$ cat config.mk
export PLATFORM = sky130hd
export DESIGN_NAME = adder_accum
export DESIGN_NICKNAME = d
export VERILOG_FILES = /design/src/rtl/adder_accum.sv
export SDC_FILE = /design/constraint.sdc
export NUM_CORES = 1
export LEC_CHECK = 0
export ABC_AREA = 1
export CORE_MARGIN = 5
export CORE_UTILIZATION = 30
export DETAILED_ROUTE_END_ITERATION = 8
export PLACE_DENSITY = 0.59
export SKIP_CTS_REPAIR_TIMING = 1
export SLEW_MARGIN = 20
export SYNTH_ARGS = -nofsm -noshare
export SYNTH_HDL_FRONTEND = slang
export SYNTH_SLANG_ARGS = --single-unit
$ cat constraint.sdc
create_clock -name clk -period 1.4 [get_ports clk]
set_input_delay 0.28 -clock clk [delete_from_list [all_inputs] [get_ports clk]]
set_output_delay 0.28 -clock clk [all_outputs]
set_load 0.1 [all_outputs]
$ cat src/rtl/adder_accum.sv
// adder_accum
//   Accumulates NUM_SAMPLES consecutive 5-bit results ({carry, sum}) from an
//   upstream 4-bit adder into an 8-bit modulo-256 total. When the batch is
//   complete, the result is held for a valid/ready handshake.
//
// Parameters
//   NUM_SAMPLES  samples summed per output batch (1..15)
//
// Ports
//   clk        clock, rising edge
//   rst_n      asynchronous active-low reset
//   in_valid   upstream adder result present
//   in_ready   block accepts a result this cycle (high in ACC)
//   in_sum     4-bit adder sum
//   in_cout    adder carry out
//   clear      synchronous flush, highest priority
//   out_valid  accumulated result available (high in HOLD)
//   out_ready  downstream accepts the result
//   out_total  accumulated total modulo 256
//   out_count  samples accepted in the current batch
//   out_ovf    sticky: true total exceeded 255
module adder_accum #(
    parameter int unsigned NUM_SAMPLES = 4
) (
    input  logic       clk,
    input  logic       rst_n,
    input  logic       in_valid,
    output logic       in_ready,
    input  logic [3:0] in_sum,
    input  logic       in_cout,
    input  logic       clear,
    output logic       out_valid,
    input  logic       out_ready,
    output logic [7:0] out_total,
    output logic [3:0] out_count,
    output logic       out_ovf
);

    typedef enum logic {
        ACC  = 1'b0,
        HOLD = 1'b1
    } state_t;

    localparam logic [3:0] LAST_COUNT = 4'(NUM_SAMPLES);

    state_t     r_state;
    logic [7:0] r_total;
    logic [3:0] r_count;
    logic       r_ovf;

    logic [8:0] w_sum_ext;
    logic [3:0] w_count_next;

    // Ninth bit of the widened add is the carry out of the 8-bit total.
    assign w_sum_ext    = {1'b0, r_total} + {4'b0000, in_cout, in_sum};
    assign w_count_next = r_count + 4'd1;

    always_ff @(posedge clk or negedge rst_n) begin
        if (!rst_n) begin
            r_state <= ACC;
            r_total <= '0;
            r_count <= '0;
            r_ovf   <= 1'b0;
        end else if (clear) begin
            // Flush wins over any accept or handshake on this edge.
            r_state <= ACC;
            r_total <= '0;
            r_count <= '0;
            r_ovf   <= 1'b0;
        end else begin
            case (r_state)
                ACC: begin
                    if (in_valid) begin
                        r_total <= w_sum_ext[7:0];
                        r_ovf   <= r_ovf | w_sum_ext[8];
                        r_count <= w_count_next;
                        if (w_count_next == LAST_COUNT) begin
                            r_state <= HOLD;
                        end
                    end
                end
                HOLD: begin
                    if (out_ready) begin
                        r_state <= ACC;
                        r_total <= '0;
                        r_count <= '0;
                        r_ovf   <= 1'b0;
                    end
                end
                default: r_state <= ACC;
            endcase
        end
    end

    // Handshake flags decode from state alone.
    assign in_ready  = (r_state == ACC);
    assign out_valid = (r_state == HOLD);
    assign out_total = r_total;
    assign out_count = r_count;
    assign out_ovf   = r_ovf;

endmodule

Yosys cells after proc, flatten, opt, wreduce, memory -nomap -nowiden

Cells that the tools add are included.

Bits in registers: 14
Bits of input ports: 10
Output and inout port bits: 15
Word-level logic and storage cells: 29

Add/subtract/negate cells: 2
Equal/unequal tests: 3
Muxes and demuxes: 17
Bitwise operators: 2
Reductions and logical operators: 1

Operator list:

| kind                  | count |
|---|---|
| $mux W8               | 3 |
| $pmux W8 S2           | 1 |
| $mux W4               | 3 |
| $add A8 B5 Y9         | 1 |
| $pmux W4 S2           | 1 |
| $mux W1               | 7 |
| $add A4 B1 Y4 const B | 1 |
| $eq A4 B3 Y1 const B  | 1 |
| $pmux W1 S2           | 2 |
| $ne A3 B2 Y1 const B  | 1 |
| $ne A3 B3 Y1 const B  | 1 |
| $reduce_and A2 Y1     | 1 |
| $not A1 Y1            | 1 |
| $or A1 B1 Y1          | 1 |

Longest topological paths before layout

Depth after elaboration: 6
Mapped depth: 8
Gate-level depth less buffers: 8

Worst setup path after synthesis

Ideal clock, no wire load.

Path kind: flip-flop to flip-flop
From: reg r_total[0], in the netlist out_total[0]
To: reg r_total[4], in the netlist out_total[4]
Library setup time: 0.083 ns
Data arrival time: 1.943 ns
Data required time: 1.317 ns
Slack: -0.626 ns
Cell stages (with the launch flop): 8
Period minus slack after synthesis: 2.026 ns
Cell sequence: dfrtp_1 ha_1 fa_1 inv_1 nor2_1 o21ai_0 nand2_1 o21ai_0

Longest elaborated chain between the ends: 4

Ends and longest elaborated chain:

| what                   | line | RTL |
|---|---|---|
| start, declared        | 47   | `logic [7:0] r_total;` |
| start signal, assigned | 74   | `r_total <= w_sum_ext[7:0];` |
| $add A8 B5 Y9          | 55   | `assign w_sum_ext = {1'b0, r_total} + {4'b0000, in_cout, in_sum};` |
| $mux W8                | 73   | `if (in_valid) begin` |
| $pmux W8 S2            | 71   | `case (r_state)` |
| $mux W8                | 64   | `end else if (clear) begin` |

Every way passes these cells. The select of a mux whose other input is x is not followed.
A chain may end at the register's enable or synchronous reset.

Worst setup path in the final report

From: reg r_total[0], in the netlist out_total[0]
To: reg r_total[6], in the netlist out_total[6]

Same word-level chain as after synthesis.

==> impl_metrics.csv <==
group,metric,value,unit
power_and_ir_drop,pwr-share-seq,33.0,%
power_and_ir_drop,p_sw_share,41.1,%
power_and_ir_drop,power,0.00150,W
sta,slew_headroom,82.9,%
global_route,grt_pass1_wl,3.80,mm
worst_setup_path,crit_buf_inv,0,
worst_setup_path,arrival,1690,ps
logic_synthesis,synth_adder_area_share,11.2,%
drt,first_iter_violations,14,
logic_synthesis,synth_warnings,0,
power_and_ir_drop,p_per_area,934,nW/um^2
sta,max_freq,661,MHz
run,maxCapViolCount,0,
power_and_ir_drop,p_int,0.000886,W
sta,rsz0062_at_grt,"true",
outcome,violations,"setup timing",
sta,setup_viol,6,
clocking,clock_latency,290,ps
sta,period_minus_slack,1510,ps
power_and_ir_drop,ir_drop,0.591,mV
clocking,cts_tree,"built",
worst_setup_path,crit_family,"adder cells",
power_and_ir_drop,leakagePower,0.706,nW
logic_synthesis,syn-num-nets,122,
sta,hold_viol_final,0,
worst_setup_path,critPathMaxStageDelay,500,ps
place,place_congestion,0.817,
global_route,grt_pass1_vias,845,
die,rows,19,
sta,tightest_slew,255,ps
drt,firstDrtPassIters,4,
outcome,status,"finished, violations left",
min_path,hp-class,"in -> async",
worst_setup_path,cp_max_fo,3,
worst_setup_path,crit_path_end_kind,"register",
final_layout,drive_gt1_share,49.0,%
logic_synthesis,synth-seq-area-share,41.2,%
die,dieArea,4000,um^2
sta,holdWs,295,ps
logic_synthesis,synth_top_family_by_area,"simple AND/OR/NAND/NOR gates",
logic_synthesis,synth_cells,105,
clocking,cts_max_level,1,
die,die_h,63.2,um
power_and_ir_drop,switchingPower,0.000617,W
drt,vias,851,
global_route,antenna_found_initial,0,
die,num_io_pins,25,
global_route,grt_max_degree,15,
logic_synthesis,synth-simple-area-share,23.9,%
power_and_ir_drop,p_clk_share,17.0,%
clocking,numCtsBuffers,3,
logic_synthesis,synth-xor-area-share,2.06,%
logic_synthesis,synth.area.mux_share,0,%
die,die_width,63.2,um
sta,drv_slew,0,
logic_synthesis,syn_area,850,um^2
final_layout,area_growth,89.4,%
global_route,track_usage,11.7,%
logic_synthesis,ys_seq_elements,14,
drt,post-route-drc-count,0,
sta,fin_crit_sh,108,%
place,io_buffers,24,
die,initial_core_util,31.1,%
place,place_area,1480,um^2
logic_synthesis,syn_avg_cell_area,8.09,um^2
worst_setup_path,critPathSlowestCell,"dfrtp_4",
drt,via_per_inst,4.68,
clocking,clock_path_buffers,2,
power_and_ir_drop,comb_power_share,50.0,%
final_layout,nets,169,
drt,antenna_left,0,
place,post-dp-hpwl,1.74,mm
logic_synthesis,ys_types,20,
final_layout,diodes,0,
clocking,clk_pin_slew,100,ps
sta,finalClockSkew,5.21,ps
worst_setup_path,crit_path_start_kind,"register",
sta,tns,-442,ps
sta,setup_ws,-113,ps
drt,routedWlPerCell,12.5,um
clocking,cts_root_buf,"clkbuf_4",
worst_setup_path,crit_chain,"ha_4 > fa_2 > nand2_1 > nand3_2 > a21oi_1 > nor2_1",
worst_setup_path,worstSetupPathType,"reg -> reg",
place,dp_slack,-388,ps
die,core,2730,um^2
logic_synthesis,synth_compound_area_share,14.1,%
global_route,grt-ovfl-total,0,
drt,wirelength,2.28,mm
clocking,clkSinkCount,14,
worst_setup_path,cp_data_required_time,1580,ps
final_layout,design_area,1610,um^2
-- power groups by stage --
stage / Clock [W] / Combinational [W] / Sequential [W]
detailed placement: 0 / 0.000690 / 0.000496
floorplan: 0 / 0.000171 / 0.000713
finish: 0.000256 / 0.000751 / 0.000495
global placement: 0 / 0.000683 / 0.000496
CTS: 0.000262 / 0.000693 / 0.000489
global route: 0.000279 / 0.000803 / 0.000501
-- Yosys cell counts --
cell type,count,area share [%]
ha_1,6,8.8
nand3b_1,1,0.88
nor2_4,1,1.3
nand2_1,23,10
nor3_1,1,0.59
nand2_4,1,1.3
a21oi_1,6,3.5
nor2_1,7,3.1
xnor2_1,1,1.0
fa_1,1,2.4
o31ai_1,1,0.88
a21boi_1,1,0.88
inv_1,15,6.6
nand3_1,11,6.5
inv_2,2,0.88
o21ai_0,8,4.7
a21oi_2,1,1.0
dfrtp_1,14,41
xor2_1,1,1.0
a22o_1,3,3.1
-- routing by layer --
| metal | GRT usage, % | share of wire (%) | vias to the layer above |
|---|---|---|---|
| met3 | 2.66 | 5.1 | 2 |
| li1 | - | - | 437 |
| met2 | 18.5 | 47 | 20 |
| met1 | 15.2 | 47 | 392 |
| met5 | 0 | 0 | - |
| met4 | 5.19 | 0.48 | 0 |
-- cells in the final DEF, fill, tap and decap left out, types with 5 or more instances in the layout --
master            n
nand2_1          20
buf_12           15
buf_4            15
inv_1            12
clkdlybuf4s50_1   8
nand3_1           6
nor2_1            6
dfrtp_4           6
o21ai_0           5
a21oi_2           5
ha_4              5
dfrtp_2           5
-- metrics by stage --
| stage | utilization (%) | instances |
|---|---|---|
| final | 58.9 | 182 |
| after floorplan | - | 105 |
| after global routing | 58.9 | 182 |
| after global placement | 54.0 | 176 |
| after detailed placement | 54.0 | 176 |
| after CTS | 55.0 | 180 |
-- cell type report --
class                      instances  area [um^2]
inverter                          17         67.6
multi-input combinational         74          558
tap                               31         38.8
timing repair buffer              42          539
sequential                        14          379
clock buffer                       4         26.3
fill                             243         1120
-- worst paths after layout --
path / start / endpoint / slack, ps / cells past startpoint
worst max-delay path: out_total[0]$_DFFE_PN0P_ / out_total[6]$_DFFE_PN0P_ / -110 / 6
worst min-delay path: rst_n / out_total[4]$_DFFE_PN0P_ / 290 / 2
worst max register to register: out_total[0]$_DFFE_PN0P_ / out_total[6]$_DFFE_PN0P_ / -110 / 6
worst min register to register: out_ovf$_DFFE_PN0P_ / out_ovf$_DFFE_PN0P_ / 570 / 2
max in group asynchronous: rst_n / out_valid$_DFF_PN0_ / 900 / 2
min in group clk: in_sum[1] / out_total[1]$_DFFE_PN0P_ / 560 / 3
-- sequential cells by signal (all words and copies together) (netlist names) --
name       cells
out_valid      1
out_count      4
out_ovf        1
out_total      8
-- cell families after synthesis --
kind of cell,count (synthesis)
and+or+nand+nor,45
buffers and inverters,17
xor gates and xnor gates,2
DFF,14
AOI/OAI and AO/OA,20
adders and majority gates,7
Note: power is estimated with default switching activity, not from simulation.
